### config.mk
export PLATFORM = sky130hd
export DESIGN_NAME = universal_ff_bank_flat
export DESIGN_NICKNAME = d
export VERILOG_FILES = /design/src/rtl/universal_ff_bank_pkg.sv /design/src/rtl/universal_ff_bank_if.sv /design/src/rtl/universal_ff_bank_cell.sv /design/src/rtl/universal_ff_bank.sv /design/src/flat_wrapper.sv
export SDC_FILE = /design/constraint.sdc
export NUM_CORES = 1
export LEC_CHECK = 0
export CAP_MARGIN = 20
export CORE_MARGIN = 2
export CORE_UTILIZATION = 40
export DETAILED_ROUTE_END_ITERATION = 16
export PLACE_DENSITY = 0.78
export SYNTH_ARGS = -nofsm -noshare
export SYNTH_HDL_FRONTEND = slang
export SYNTH_SLANG_ARGS = --single-unit
export TNS_END_PERCENT = 100
### constraint.sdc
create_clock -name clock -period 1.4 [get_ports clock]
set_input_delay 0.14 -clock clock [delete_from_list [all_inputs] [get_ports clock]]
set_output_delay 0.14 -clock clock [all_outputs]
set_load 0.02 [all_outputs]
### src/rtl/universal_ff_bank_pkg.sv
// Shared definitions for the universal flip-flop bank: mode encodings and the
// per-bit next-state rule used by every storage cell.
package universal_ff_bank_pkg;

    localparam logic [1:0] FF_MODE_SR = 2'b00;
    localparam logic [1:0] FF_MODE_JK = 2'b01;
    localparam logic [1:0] FF_MODE_D  = 2'b10;
    localparam logic [1:0] FF_MODE_T  = 2'b11;

    // SR 11 is forbidden and resolves to hold; the error flag is raised separately.
    function automatic logic ff_next(input logic [1:0] mode, input logic q,
                                     input logic a, input logic b);
        logic nxt;
        nxt = q;
        case (mode)
            FF_MODE_SR: begin
                if (a && !b)      nxt = 1'b1;
                else if (!a && b) nxt = 1'b0;
                else              nxt = q;
            end
            FF_MODE_JK: begin
                case ({a, b})
                    2'b10:   nxt = 1'b1;
                    2'b01:   nxt = 1'b0;
                    2'b11:   nxt = ~q;
                    default: nxt = q;
                endcase
            end
            FF_MODE_D: nxt = a;
            FF_MODE_T: nxt = a ? ~q : q;
            default:   nxt = q;
        endcase
        return nxt;
    endfunction

endpackage

### src/rtl/universal_ff_bank_if.sv
// Control/data bundle between a driver and the universal flip-flop bank.
interface universal_ff_bank_if #(
    parameter int WIDTH   = 4,
    parameter int COUNT_W = 8
) ();
    logic               en;
    logic [1:0]         mode;
    logic [WIDTH-1:0]   a;
    logic [WIDTH-1:0]   b;
    logic               clr_err;
    logic [WIDTH-1:0]   q;
    logic [WIDTH-1:0]   qbar;
    logic [WIDTH-1:0]   changed;
    logic               err;
    logic               err_sticky;
    logic [COUNT_W-1:0] err_count;

    modport master (
        output en, mode, a, b, clr_err,
        input  q, qbar, changed, err, err_sticky, err_count
    );

    modport slave (
        input  en, mode, a, b, clr_err,
        output q, qbar, changed, err, err_sticky, err_count
    );
endinterface

### src/rtl/universal_ff_bank_cell.sv
// One storage bit with runtime-selectable SR/JK/D/T behaviour and a change pulse.
module universal_ff_cell
    import universal_ff_bank_pkg::*;
(
    input  logic       clock,
    input  logic       reset,
    input  logic       init,
    input  logic       en,
    input  logic [1:0] mode,
    input  logic       a,
    input  logic       b,
    output logic       q,
    output logic       chg,
    output logic       forbid
);
    logic q_d, q_q;
    logic chg_d, chg_q;

    always_comb begin
        q_d = q_q;
        if (en) q_d = ff_next(mode, q_q, a, b);
        chg_d = q_d ^ q_q;
    end

    always_ff @(posedge clock) begin
        if (reset) begin
            q_q   <= init;
            chg_q <= 1'b0;
        end else begin
            q_q   <= q_d;
            chg_q <= chg_d;
        end
    end

    assign forbid = en & (mode == FF_MODE_SR) & a & b;
    assign q      = q_q;
    assign chg    = chg_q;
endmodule

### src/rtl/universal_ff_bank.sv
// WIDTH-bit bank of universal flip-flops plus forbidden-SR error tracking
// (pulse, sticky flag, saturating counter).
module universal_ff_bank
    import universal_ff_bank_pkg::*;
#(
    parameter int               WIDTH   = 4,
    parameter logic [WIDTH-1:0] INIT    = '0,
    parameter int               COUNT_W = 8
) (
    input logic                clock,
    input logic                reset,
    universal_ff_bank_if.slave bus
);
    localparam logic [COUNT_W-1:0] CNT_MAX = {COUNT_W{1'b1}};

    logic [WIDTH-1:0]   q_vec;
    logic [WIDTH-1:0]   chg_vec;
    logic [WIDTH-1:0]   forbid_vec;
    logic               err_d, err_q;
    logic               sticky_d, sticky_q;
    logic [COUNT_W-1:0] count_d, count_q;

    for (genvar i = 0; i < WIDTH; i++) begin : g_cell
        universal_ff_cell u_cell (
            .clock  (clock),
            .reset  (reset),
            .init   (INIT[i]),
            .en     (bus.en),
            .mode   (bus.mode),
            .a      (bus.a[i]),
            .b      (bus.b[i]),
            .q      (q_vec[i]),
            .chg    (chg_vec[i]),
            .forbid (forbid_vec[i])
        );
    end

    // Clear is applied first so an error in the same cycle still registers.
    always_comb begin
        err_d    = |forbid_vec;
        sticky_d = bus.clr_err ? 1'b0 : sticky_q;
        count_d  = bus.clr_err ? '0 : count_q;
        if (err_d) begin
            sticky_d = 1'b1;
            if (count_d != CNT_MAX) count_d = count_d + 1'b1;
        end
    end

    always_ff @(posedge clock) begin
        if (reset) begin
            err_q    <= 1'b0;
            sticky_q <= 1'b0;
            count_q  <= '0;
        end else begin
            err_q    <= err_d;
            sticky_q <= sticky_d;
            count_q  <= count_d;
        end
    end

    assign bus.q          = q_vec;
    assign bus.qbar       = ~q_vec;
    assign bus.changed    = chg_vec;
    assign bus.err        = err_q;
    assign bus.err_sticky = sticky_q;
    assign bus.err_count  = count_q;
endmodule
### src/flat_wrapper.sv
// flat-port wrapper written by rule: the top's interface ports become plain ports
module universal_ff_bank_flat import universal_ff_bank_pkg::*;
#(
    parameter int               WIDTH   = 4,
    parameter logic [WIDTH-1:0] INIT    = '0,
    parameter int               COUNT_W = 8
)
  (clock, reset, bus_en, bus_mode, bus_a, bus_b, bus_clr_err, bus_q, bus_qbar, bus_changed, bus_err, bus_err_sticky, bus_err_count);
  universal_ff_bank_if #(.WIDTH(WIDTH), .COUNT_W(COUNT_W)) bus_i ();
  input logic clock;
  input logic reset;
  input wire logic [$bits(bus_i.en)-1:0] bus_en;
  input wire logic [$bits(bus_i.mode)-1:0] bus_mode;
  input wire logic [$bits(bus_i.a)-1:0] bus_a;
  input wire logic [$bits(bus_i.b)-1:0] bus_b;
  input wire logic [$bits(bus_i.clr_err)-1:0] bus_clr_err;
  output wire logic [$bits(bus_i.q)-1:0] bus_q;
  output wire logic [$bits(bus_i.qbar)-1:0] bus_qbar;
  output wire logic [$bits(bus_i.changed)-1:0] bus_changed;
  output wire logic [$bits(bus_i.err)-1:0] bus_err;
  output wire logic [$bits(bus_i.err_sticky)-1:0] bus_err_sticky;
  output wire logic [$bits(bus_i.err_count)-1:0] bus_err_count;
  assign bus_i.en = bus_en;
  assign bus_i.mode = bus_mode;
  assign bus_i.a = bus_a;
  assign bus_i.b = bus_b;
  assign bus_i.clr_err = bus_clr_err;
  assign bus_q = bus_i.q;
  assign bus_qbar = bus_i.qbar;
  assign bus_changed = bus_i.changed;
  assign bus_err = bus_i.err;
  assign bus_err_sticky = bus_i.err_sticky;
  assign bus_err_count = bus_i.err_count;
  universal_ff_bank #(.WIDTH(WIDTH), .INIT(INIT), .COUNT_W(COUNT_W)) u_core (.clock(clock), .reset(reset), .bus(bus_i));
endmodule
==> impl_metrics.sql <==
INSERT INTO impl_metrics (metric_group, metric, value, unit) VALUES
('pwr', 'leakage', '0.739', 'nW'),
('timing', 'finalClockSkew', '0.00247', 'ns'),
('logic_synthesis', 'synthesis.area', '1110', 'um^2'),
('global_route', 'globalRouteOverflowTotal', '0', ''),
('global_route', 'grt_first_pass_wirelength', '5.00', 'mm'),
('clocking', 'maximum_clock_path_buffer_count', '2', ''),
('die', 'standard_cell_row_count', '19', ''),
('timing', 'max-slew-margin-rel', '0.767', ''),
('die', 'top_level_ports', '36', ''),
('route', 'wire_per_inst', '13.8', 'um'),
('clocking', 'clock_insertion_delay_at_the_later_pin_of_the_skew_report', '0.29', 'ns'),
('clocking', 'ctsHtreeMaxLevel', '1', ''),
('final_layout', 'finish.net_count', '207', ''),
('die', 'coreArea', '2690', 'um^2'),
('worst_setup_path', 'critical_path.startpoint', 'u_core.bus.err_count[0]$_SDFF_PP0_', ''),
('final_layout', 'post_route_cells_drive_above_1_share', '0.292', ''),
('clocking', 'clock_tree_from_tritoncts', 'yes', ''),
('pwr', 'powerDensity', '696', 'nW/um^2'),
('worst_setup_path', 'critPathBufInv', '0', ''),
('die', 'die_area', '3200', 'um^2'),
('clocking', 'root_buffer', 'clkbuf_4', ''),
('timing', 'worst_pin_slew', '0.340', 'ns'),
('timing', 'finalSetupViolCount', '0', ''),
('clocking', 'cts-buffers-inserted', '3', ''),
('placed_design', 'placement.cell_area', '1640', 'um^2'),
('worst_setup_path', 'critical_path.top_delay_family', 'simple AND/OR/NAND/NOR gates', ''),
('timing', 'finalMaxSlewViolations', '0', ''),
('status', 'status', 'finished clean', ''),
('clocking', 'cts_post_setup_buffers_inserted', '0', ''),
('timing', 'rsz0062_at_grt', 'yes', ''),
('worst_setup_path', 'timing.critical_path.from_type', 'register', ''),
('route', 'remaining_drc_errors', '0', ''),
('timing', 'hold_violations', '0', ''),
('route', 'detailedRoute.firstIterationViolations', '36', ''),
('worst_setup_path', 'slowest_delay', '0.36', 'ns'),
('die', 'initial_util', '0.412', ''),
('route', 'drtAntennaViolNets', '0', ''),
('final_layout', 'layout.cell_area.non_filler', '1710', 'um^2'),
('worst_setup_path', 'r2r_start', 'u_core.bus.err_count[0]$_SDFF_PP0_', ''),
('worst_setup_path', 'cpMaxStageDelayCell', 'dfxtp_4', ''),
('timing', 'max_freq', '724', 'MHz'),
('placed_design', 'buffer_ports.inserted', '35', ''),
('clocking', 'clk_pin_slew_worst_paths', '0.10', 'ns'),
('job', 'maxCapViolCount', '0', ''),
('hold_path', 'hold_start', 'bus_clr_err', ''),
('pwr', 'peakVddDrop', '521', 'uV'),
('pwr', 'power', '0.00119', 'W'),
('route', 'per_cell_via_count_in_the_routed_design', '5.53', ''),
('placed_design', 'gp_congestion', '0.871', ''),
('worst_setup_path', 'crit_path_end_kind', 'register', ''),
('die', 'die_w', '56.6', 'um'),
('logic_synthesis', 'ys.warnings.count', '0', ''),
('worst_setup_path', 'crit_path_cell_trace', 'nand4b_1, or2_4, nor3_4, mux2_4', ''),
('logic_synthesis', 'async_reset_ff_frac', '0', ''),
('worst_setup_path', 'worstPathArrival', '1.57', 'ns'),
('logic_synthesis', 'postSynthCellCount', '137', ''),
('timing', 'final.period_utilization', '0.987', ''),
('global_route', 'gr-usage-all-layers', '0.193', ''),
('logic_synthesis', 'syn_nets', '151', ''),
('clocking', 'tritoncts_num_sinks', '18', ''),
('route', 'drt_pre_antenna_iters', '4', ''),
('worst_setup_path', 'setup.worst_path.class', 'register to register', ''),
('logic_synthesis', 'postSynth.topFlopCell', 'dfxtp_1', ''),
('timing', 'final.min_clock_period', '1.38', 'ns'),
('route', 'routed-via-count', '1234', ''),
('die', 'die_height', '56.6', 'um'),
('worst_setup_path', 'cp_data_required_time', '1.59', 'ns'),
('logic_synthesis', 'yosys_register_bits', '18', ''),
('logic_synthesis', 'synth.yosys.seq_area_share', '0.326', ''),
('final_layout', 'antenna_cells', '0', ''),
('placed_design', 'detailed_place_hpwl', '2.28', 'mm'),
('final_layout', 'area_growth', '54.8', '%'),
('global_route', 'grt_start_max_net_pins', '11', ''),
('route', 'postRouteWirelength', '3.09', 'mm'),
('global_route', 'first_global_vias', '1197', ''),
('global_route', 'antenna_found_initial', '0', ''),
('logic_synthesis', 'ys_types', '38', ''),
('worst_setup_path', 'critPathMaxFanout', '3', ''),
('logic_synthesis', 'synth-edff-count', '0', ''),
('logic_synthesis', 'syn_area_per_cell', '8.07', 'um^2'),
('hold_path', 'hp-class', 'input pin to register', '');
per-stage QoR:
step	instances	worst slack (ns)	utilization	hold WS, ns	TNS, ns
floorplan	137	0.00414	-	0.296	0
global placement	219	-0.293	0.612	0.446	-3.35
detailed placement	219	-0.320	0.612	0.454	-3.95
CTS	223	0.00122	0.622	0.352	0
global route	223	-0.0473	0.637	0.284	-0.0473
finish	223	0.0186	0.637	0.279	0
synthesized netlist by cell type, drive strengths merged, types with 2 or more instances:
cell	n	area (um^2)
a21oi	19	95.1
dfxtp	18	360
nor2	16	67.6
buf	11	75.1
inv	8	30.0
o21ai	8	40.0
nand2	7	26.3
nand2b	7	43.8
nor3	5	30.0
nor3b	4	30.0
a2111oi	3	26.3
a41oi	3	26.3
a211oi	2	15.0
a221oi	2	17.5
a22o	2	35.0
nand3b	2	15.0
nand4b	2	17.5
nor4	2	18.8
or2	2	12.5
per-layer routing:
layer | global-route usage | wire (um) | part of all wire
met5 | 0 | 0 | 0
met1 | 0.232 | 1340 | 0.43
met4 | 0.0918 | 30 | 0.0097
met3 | 0.0253 | 172 | 0.056
met2 | 0.334 | 1550 | 0.50
state kept, by name, summed over array words and instances, names as in the netlist:
name and cells:
u_core.bus.err 1, u_core.g_cell.u_cell.q 4, u_core.g_cell.u_cell.chg 4, u_core.bus.err_sticky 1, u_core.bus.err_count 8
power by group:
part	leakage (nW)	internal, W	total [W]	switching, W
clock	0.0210	0.000158	0.000316	0.000157
combinational	0.566	0.000162	0.000329	0.000167
sequential	0.152	0.000526	0.000546	0.0000197
total	0.739	0.000846	0.00119	0.000345
path summary, 6_finish.rpt:
path | cells past startpoint | to | slack, ns
setup / recovery | 4 | u_core.bus.err_count[4]$_SDFF_PP0_ | 0.02
hold / removal | 5 | u_core.bus.err_sticky$_SDFFE_PP0P_ | 0.28
setup reg to reg | 4 | u_core.bus.err_count[4]$_SDFF_PP0_ | 0.02
hold reg to reg | 2 | u_core.bus.err_sticky$_SDFFE_PP0P_ | 0.47
cells by family after synthesis:
family | after synthesis | synth area share
simple gates | 51 | 0.262
compound gates | 46 | 0.294
buf+inv | 20 | 0.0984
mux | 2 | 0.0192
flops | 18 | 0.326
worst register-to-register path, delay by kind of cell (launching register included):
kind          cells  cell delay (ns)
simple gates      3             0.61
flops             1             0.36
mux               1             0.31
final cells by class:
class,count,area (um^2)
multi-input cells,99,674
well taps,31,38.8
clock buffers,4,36.3
fillers,231,975
repair buffers,63,551
inverters,8,30.0
flip-flops and latches,18,382
layout by cell type, fill, tap and decap left out, drive strengths merged, types with 2 or more instances in the layout:
cell,synthesis,final
a2111oi,3,3
a211oi,2,2
a21oi,19,19
a221oi,2,2
a22o,2,2
a41oi,3,3
buf,11,28
clkbuf,1,4
clkdlybuf4s50,0,15
dfxtp,18,18
dlygate4sd2,0,17
dlymetal6s2s,0,3
inv,8,8
nand2,7,7
nand2b,7,7
nand3b,2,2
nand4b,2,2
nor2,16,16
nor3,5,5
nor3b,4,4
nor4,2,2
o21ai,8,8
or2,2,2
what timing repair did:
item,CTS,global route
hold endpoints to repair,0,0
hold buffers,0,0
setup endpoints to repair,19,9
resized for setup,21,16
pin swaps,0,7
Power figures use the tool's default switching activity.
